### config.mk
export PLATFORM = sky130hd
export DESIGN_NAME = cpu_multicycle_sequencer
export DESIGN_NICKNAME = d
export VERILOG_FILES = /design/src/rtl/mips_ctrl_pkg.sv /design/src/rtl/mem_wait_timer.sv /design/src/rtl/cpu_multicycle_sequencer.sv
export SDC_FILE = /design/constraint.sdc
export NUM_CORES = 1
export LEC_CHECK = 0
export CORE_UTILIZATION = 61
export DETAILED_ROUTE_END_ITERATION = 8
export DONT_BUFFER_PORTS = 1
export HOLD_SLACK_MARGIN = 0.06
export PLACE_DENSITY = 0.82
export SYNTH_ARGS = -nofsm -noshare
export SYNTH_HDL_FRONTEND = slang
export SYNTH_SLANG_ARGS = --single-unit
### constraint.sdc
create_clock -name i_clk -period 3.1 [get_ports i_clk]
set_input_delay 0.93 -clock i_clk [delete_from_list [all_inputs] [get_ports i_clk]]
set_output_delay 0.93 -clock i_clk [all_outputs]
set_load 0.01 [all_outputs]
### src/rtl/mips_ctrl_pkg.sv
// Shared types and constants for the multi-cycle MIPS control path:
// sequencer phases, opcode values and PC source selects.
package mips_ctrl_pkg;

  typedef enum logic [2:0] {
    IDLE   = 3'd0,
    FETCH  = 3'd1,
    DECODE = 3'd2,
    EXEC   = 3'd3,
    MEM    = 3'd4,
    WB     = 3'd5,
    ERROR  = 3'd6
  } seq_state_t;

  localparam logic [2:0] OP_ADD  = 3'b000;
  localparam logic [2:0] OP_SLI  = 3'b001;
  localparam logic [2:0] OP_J    = 3'b010;
  localparam logic [2:0] OP_JAL  = 3'b011;
  localparam logic [2:0] OP_LW   = 3'b100;
  localparam logic [2:0] OP_SW   = 3'b101;
  localparam logic [2:0] OP_BEQ  = 3'b110;
  localparam logic [2:0] OP_ADDI = 3'b111;

  localparam logic [1:0] PC_SEL_INC = 2'b00;
  localparam logic [1:0] PC_SEL_BR  = 2'b01;
  localparam logic [1:0] PC_SEL_JMP = 2'b10;

endpackage

### src/rtl/mem_wait_timer.sv
// Counts cycles a memory request has waited; o_expired flags the last
// cycle in which an acknowledge can still be accepted.
module mem_wait_timer #(
  parameter int MEM_TIMEOUT = 15,
  parameter int TMO_W       = 4
) (
  input  logic i_clk,
  input  logic i_rst,
  input  logic i_clear,
  input  logic i_enable,
  output logic o_expired
);

  logic [TMO_W-1:0] r_count;

  always_ff @(posedge i_clk or posedge i_rst) begin
    if (i_rst) begin
      r_count <= '0;
    end else if (i_clear) begin
      r_count <= '0;
    end else if (i_enable && !o_expired) begin
      r_count <= r_count + TMO_W'(1);
    end
  end

  assign o_expired = (r_count == TMO_W'(MEM_TIMEOUT));

endmodule

### src/rtl/cpu_multicycle_sequencer.sv
// Phase sequencer for the multi-cycle MIPS datapath: drives memory handshake,
// IR/PC strobes, ALU/register-write enables and counts retired instructions.
module cpu_multicycle_sequencer
  import mips_ctrl_pkg::*;
#(
  parameter int MEM_TIMEOUT = 15,
  parameter int TMO_W       = 4,
  parameter int CNT_W       = 16
) (
  input  logic             i_clk,
  input  logic             i_rst,
  input  logic             i_run_en,
  input  logic             i_halt_req,
  input  logic [2:0]       i_cpu_opcode,
  input  logic             i_branch_taken,
  input  logic             i_mem_ack,
  output logic             o_mem_req,
  output logic             o_mem_we,
  output logic             o_mem_is_ifetch,
  output logic             o_ir_load,
  output logic             o_pc_load,
  output logic [1:0]       o_pc_sel,
  output logic             o_alu_en,
  output logic             o_reg_wr_en,
  output logic             o_instr_done,
  output logic             o_busy,
  output logic             o_timeout_err,
  output logic [CNT_W-1:0] o_retired_cnt
);

  seq_state_t       r_state;
  logic [2:0]       r_opcode;
  logic             r_timeout_err;
  logic [CNT_W-1:0] r_retired_cnt;

  logic w_done;
  logic w_mem_phase;
  logic w_expired;

  assign w_mem_phase = (r_state == FETCH) || (r_state == MEM);

  // The wait count restarts whenever a request is acknowledged or no request is pending.
  mem_wait_timer #(
    .MEM_TIMEOUT (MEM_TIMEOUT),
    .TMO_W       (TMO_W)
  ) u_wait_timer (
    .i_clk     (i_clk),
    .i_rst     (i_rst),
    .i_clear   (!w_mem_phase || i_mem_ack),
    .i_enable  (w_mem_phase && !i_mem_ack),
    .o_expired (w_expired)
  );

  always_comb begin
    o_mem_req       = 1'b0;
    o_mem_we        = 1'b0;
    o_mem_is_ifetch = 1'b0;
    o_ir_load       = 1'b0;
    o_alu_en        = 1'b0;
    o_reg_wr_en     = 1'b0;
    o_pc_sel        = PC_SEL_INC;
    w_done          = 1'b0;
    case (r_state)
      FETCH: begin
        o_mem_req       = 1'b1;
        o_mem_is_ifetch = 1'b1;
        o_ir_load       = i_mem_ack;
      end
      DECODE: begin
        if (i_cpu_opcode == OP_J) begin
          w_done   = 1'b1;
          o_pc_sel = PC_SEL_JMP;
        end
      end
      EXEC: begin
        o_alu_en = 1'b1;
        if (r_opcode == OP_BEQ) begin
          w_done   = 1'b1;
          o_pc_sel = i_branch_taken ? PC_SEL_BR : PC_SEL_INC;
        end
      end
      MEM: begin
        o_mem_req = 1'b1;
        o_mem_we  = (r_opcode == OP_SW);
        w_done    = i_mem_ack && (r_opcode == OP_SW);
      end
      WB: begin
        o_reg_wr_en = 1'b1;
        w_done      = 1'b1;
        o_pc_sel    = (r_opcode == OP_JAL) ? PC_SEL_JMP : PC_SEL_INC;
      end
      default: ;
    endcase
  end

  assign o_pc_load     = w_done;
  assign o_instr_done  = w_done;
  assign o_busy        = (r_state != IDLE) && (r_state != ERROR);
  assign o_timeout_err = r_timeout_err;
  assign o_retired_cnt = r_retired_cnt;

  // A completion cycle overrides the per-phase transition chosen above it.
  always_ff @(posedge i_clk or posedge i_rst) begin
    if (i_rst) begin
      r_state       <= IDLE;
      r_opcode      <= OP_ADD;
      r_timeout_err <= 1'b0;
      r_retired_cnt <= '0;
    end else begin
      if (w_done) begin
        r_retired_cnt <= r_retired_cnt + CNT_W'(1);
      end
      case (r_state)
        IDLE: begin
          if (i_run_en) r_state <= FETCH;
        end
        FETCH: begin
          if (i_mem_ack) begin
            r_state <= DECODE;
          end else if (w_expired) begin
            r_state       <= ERROR;
            r_timeout_err <= 1'b1;
          end
        end
        DECODE: begin
          r_opcode <= i_cpu_opcode;
          r_state  <= EXEC;
        end
        EXEC: begin
          r_state <= ((r_opcode == OP_LW) || (r_opcode == OP_SW)) ? MEM : WB;
        end
        MEM: begin
          if (i_mem_ack) begin
            r_state <= WB;
          end else if (w_expired) begin
            r_state       <= ERROR;
            r_timeout_err <= 1'b1;
          end
        end
        WB:      r_state <= IDLE;
        ERROR:   r_state <= ERROR;
        default: r_state <= IDLE;
      endcase
      if (w_done) begin
        r_state <= (i_run_en && !i_halt_req) ? FETCH : IDLE;
      end
    end
  end

endmodule

### Yosys cells after proc, flatten, opt, wreduce, memory -nomap -nowiden

Cells that the tools add are included.

| operators by class | value |
|---|---|
| muxes and demuxes | 24 |
| $add $sub $neg | 2 |
| reductions and logical operators | 17 |
| equality and inequality tests | 14 |
| bitwise gates (word level) | 1 |

Operators by type and width:

| operator | number |
|---|---|
| 3-bit == test, second input constant | 6 |
| 3-bit case mux with 6 select lines | 1 |
| 16-bit by 1-bit adder with 16-bit output, second input constant | 1 |
| 3-bit 2-to-1 mux | 5 |
| 3-bit by 2-bit == test with 1-bit output, second input constant | 4 |
| 1-bit 2-to-1 mux | 12 |
| 4-bit 2-to-1 mux | 2 |
| 3-bit inequality test, second input constant | 2 |
| 2-bit case mux with 3 select lines | 1 |
| 1-bit logical AND | 5 |
| 4-bit by 1-bit adder with 4-bit output, second input constant | 1 |
| 4-bit == test, second input constant | 1 |
| 1-bit logical NOT | 4 |
| 2-bit 2-to-1 mux | 2 |
| 1-bit case mux with 4 select lines | 1 |
| 3-bit by 1-bit == test with 1-bit output, second input constant | 1 |
| 3-bit logical NOT | 1 |
| 1-bit logical OR | 3 |
| 3-bit AND reduction | 1 |
| 3-bit nonzero test | 1 |
| 2-bit nonzero test | 1 |
| 2-bit OR reduction | 1 |
| 1-bit NOT | 1 |

| word-level totals | value |
|---|---|
| register bits | 27 |
| output and inout bits | 28 |
| bits of input ports | 9 |

### Longest topological paths before layout

Gate-level depths: netlist of the first run.

| logic depth | value |
|---|---|
| word-level depth | 6 |
| mapped depth | 8 |
| mapped depth without buffers | 6 |

### Modules after synthesis

A second synthesis of the first run with hierarchy kept.

| second synthesis, totals | value |
|---|---|
| cells, all modules | 142 |
| area, all modules | 1490.2 um2 |

Modules (own cells, without submodules):

| module | area an instance (um2) | seq. area each (um2) | times used | cells each |
|---|---|---|---|---|
| cpu_multicycle_sequencer | 1257.5 | 575.6 | 1 | 121 |
| mem_wait_timer | 232.7 | 100.1 | 1 | 21 |

### Worst setup path after synthesis of the first run

Ideal clock, no wire load.

| path | value |
|---|---|
| kind | in2out |
| start point | in i_cpu_opcode[0] |
| end point | out o_pc_load |
| data arrival time | 1884 ps |
| required time | 2170 ps |
| path buffers | 2 |
| stages on the path | 6 |
| setup slack | 286 ps |
| cell sequence | nor2_1 > and3_4 > a2111oi_4 > inv_2 > buf_6 > buf_4 |

| between the ends | value |
|---|---|
| longest elaborated chain between the ends | 3 |

Ends and longest elaborated chain:

| what | line | RTL |
|---|---|---|
| from (decl) | cpu_multicycle_sequencer.sv:14 | `input logic [2:0] i_cpu_opcode,` |
| 3-bit by 2-bit == test with 1-bit output | cpu_multicycle_sequencer.sv:70 | `if (i_cpu_opcode == OP_J) begin` |
| 1-bit 2-to-1 mux | cpu_multicycle_sequencer.sv:70 |  |
| 1-bit case mux with 4 select lines | cpu_multicycle_sequencer.sv:63 | `case (r_state)` |
| to (decl) | cpu_multicycle_sequencer.sv:21 | `output logic o_pc_load,` |

No other way between the ends.

### Final worst setup path of the first run

| path | value |
|---|---|
| start point | reg r_state[0] |
| end point | out o_pc_load |

| between the ends | value |
|---|---|
| longest elaborated chain between the ends | 2 |
| elaborated cells between the ends (all ways) | 5 |
| classes of those cells | 4 x eq/ne; 1 x mux |

Ends and longest elaborated chain:

| what | line | RTL |
|---|---|---|
| from (decl) | cpu_multicycle_sequencer.sv:31 | `seq_state_t r_state;` |
| from (signal assigned) | cpu_multicycle_sequencer.sv:130 | `r_state <= ((r_opcode == OP_LW) \|\| (r_opcode == OP_SW)) ? MEM : WB;` |
| from (signal assigned) | cpu_multicycle_sequencer.sv:145 | `r_state <= (i_run_en && !i_halt_req) ? FETCH : IDLE;` |
| 3-bit == test or 3-bit by 2-bit == test with 1-bit output (tied branches) | cpu_multicycle_sequencer.sv:63 |  |
| 1-bit case mux with 4 select lines (*) | cpu_multicycle_sequencer.sv:63 |  |

Mark *: on every way between the ends. The rest lies on a longest branch, timed or not.

==> summary.md, run 1 <==
| Metric | Value |
|---|---|
| Status | completed |
| Reg2reg setup slack | around 1.0 ns |
| Root buf cell | clkbuf_4 |
| Final WL | about 2600 um |
| Area grow syn2layout | 0.844% |
| Core footprint | ~2300 sq um |
| Remaining DRCs | 0 |
| Final period util | 0.925 |
| Vias | just over 1k |
| FF-to-FF End | o_retired_cnt[12] |
| Global-route wire length before repair | between 4000 and 5000 um |
| Final hold vios | 0 |
| Die H | about 50 um |
| Synthesized area | between 1000 and 1500 sq um |
| H-tree levels | 1 |
| Die X | ~51 um |
| Leading cell type in the layout, fill and taps excluded | dfrtp_1 |
| DR vias/cell | 6.14 |
| Critical Path End Type | output port |
| Worst slew pin tran | 0.970 ns |
| Syn_area_per_cell | 10.5 sq um |
| Min-delay src | o_retired_cnt[15] |
| TritonRoute pass-1 iters | 4 |
| Hold Crit Class | register to register |
| HPWL after detailed placement | approximately 1900 um |
| Sequential share of the synthesized area | 0.456 |
| Crit path time final | ~2.9 ns |
| Clock buffer depth | 2 |
| Number of max-slew violations in the final report | 0 |
| RD Place Congestion | 0.751 |
| Wire per inst | 15.7 um |
| # IOs | 37 |
| Number of synthesized flops with an enable pin | 0 |
| Antenna fix cells | 0 |
| VDD IR-drop max | 448 uV |
| Worst setup path class | register to output port |
| Port Buf Inserts | 0 |
| Clock tree from TritonCTS | yes |
| Remaining antenna violation count | 0 |
| Ys async rst share | 1.00 |
| Reg2Reg Launch Point | r_state[1] |
| P_int | 608 uW |
| Gr ovfl total | 0 |
| Worst hold stages | 1 |
| Net Sw Power | just over 400 uW |
| Iteration-0 DRC Markers | 28 |
| Post-Route Skew | about 0.0053 ns |
| Most frequent cells in the layout | dfrtp_1, nor2_1, nand2_1 |
| Starting Density | 0.657 |
| Hold_buf cts | 0 |
| Die ar. | approximately 2600 sq um |
| CP arrival | approximately 1.9 ns |
| Largest net degree at the start of global routing | 28 |
| Main flop type after synthesis | dfrtp_1 |
| Total setup buffers inserted after CTS | 0 |
| Switch share | 0.401 |
| Post-Syn Instances | around 140 |
| Overall Global Routing Usage | 0.221 |
| CTS resizes | 0 |
| Worst-skew pair later-pin latency | between 0.3 and 0.4 ns |
| Initial antenna violation count | 0 |
| Hold Path End | o_retired_cnt[15] |
| Distinct cells, synth | 38 |
| Worst hold margin | approximately 0.54 ns |
| CP required | 2.17 ns |
| Worst-path maximum fanout | 12 |
| RSZ-0062 raised after global routing | no |
| Yosys reg bits | 27 |
| Final net count | 150 |
| Setup_tns | 0 ns |
| Max Clk Rate | roughly 0.35 GHz |
| CP Launch Type | register |
| Vias in the first global route | roughly 990 |
| Yosys Warn Count | 0 |
| Synth Net Count | approximately 150 |
| Power density over cell area | 679 nW/um^2 |
| Tot Pwr | about 1000 uW |
| Share of layout cells above drive strength 1 | 0.145 |
| Logic pwr share | 0.309 |
| Max cap viols | 0 |
| Clk sink count | 27 |
| Reg2Reg Depth | 6 |
| Clk pwr share | 0.150 |
| Slew headroom | 0.352 |
| Rows | 17 |
| CTS Buf Count | 3 |
| Leakage | 0.000699 uW |
| Seq pwr share | 0.541 |
| Final setup fails | 0 |
| Clk slew on worst S/H paths | 0.15 ns |
[Yosys cell counts, drive strengths merged (3+ instances only)]
cell | instances | area [sq um]
a21oi | 4 | 23.8
and3 | 5 | 36.3
buf | 5 | 48.8
clkbuf | 3 | 11.3
dfrtp | 27 | 676
inv | 4 | 15.0
nand2 | 10 | 37.5
nand2b | 3 | 18.8
nand3 | 6 | 30.0
nand4 | 7 | 43.8
nor2 | 12 | 45.0
nor3 | 9 | 76.3
nor3b | 4 | 40.0
o21ai | 4 | 20.0
xnor2 | 8 | 70.1
xor2 | 9 | 78.8
[power groups by stage]
stage	clock network [uW]	logic (uW)	registers [uW]
after CTS	157	319	548
after global placement	0	307	548
final	152	314	549
after detailed placement	0	318	556
after global routing	169	354	563
after floorplan	0	350	492
[cell families after synthesis]
family,after synthesis,synth area share
buf+inv,12,0.0507
fa+ha+maj,2,0.0169
flops,27,0.456
xor+xnor,17,0.101
compound gates,14,0.0760
mux,3,0.0220
simple gates,66,0.278
[registers in the layout (all words and copies together) (netlist names)]
register	count
u_wait_timer.r_count	4
o_retired_cnt	16
o_timeout_err	1
r_state	3
r_opcode	3
[routing by layer]
metal,up-vias,GRT usage,routed length (um)
met5,-,0,0
met4,0,0.0811,26
met3,2,0.0387,153
met2,35,0.384,1240
met1,498,0.275,1190
li1,485,-,-
[critical path, stage by stage (launching register included)]
cell and delay, ns:
dfrtp_1 0.53, and3b_1 0.30, and4b_1 0.24, a2111oi_4 0.33, inv_2 0.21
[per-stage QoR]
stage | cells | util | area (sq um) | worst slack, ns
after global routing | 166 | 0.663 | 1490 | 0.123
after detailed placement | 162 | 0.649 | 1460 | 0.446
after floorplan | 141 | - | 1480 | 0.286
after CTS | 166 | 0.663 | 1490 | 0.216
after global placement | 162 | 0.649 | 1460 | 0.488
final | 166 | 0.663 | 1490 | 0.233
[how the worst max path moves through the flow]
stage | startpoint | to | slack [ns] | cells after the start
after floorplan | i_cpu_opcode[0] | o_pc_load | 0.29 | 6
after global placement | i_cpu_opcode[0] | o_instr_done | 0.49 | 4
after detailed placement | i_cpu_opcode[0] | o_instr_done | 0.45 | 4
after CTS | r_state[1] | o_instr_done | 0.22 | 4
after global routing | r_state[2] | o_pc_load | 0.12 | 4
final | r_state[0] | o_pc_load | 0.23 | 4
[final cells by class]
cell class / count / area, sq um
inverters: 4 / 15.0
multi-input cells: 102 / 731
flip-flops and latches: 27 / 676
fillers: 184 / 761
well taps: 28 / 35.0
clock buffers: 3 / 22.5
clock inverters: 1 / 7.51
repair buffers: 1 / 7.51
(Power assumes the default switching activity.)
==> run 2, diff against run 1 <==
- SLEW_MARGIN: not set -> 15
==> results of run 2 <==
The final DEF is identical to that of run 1; final timing and power are the same.
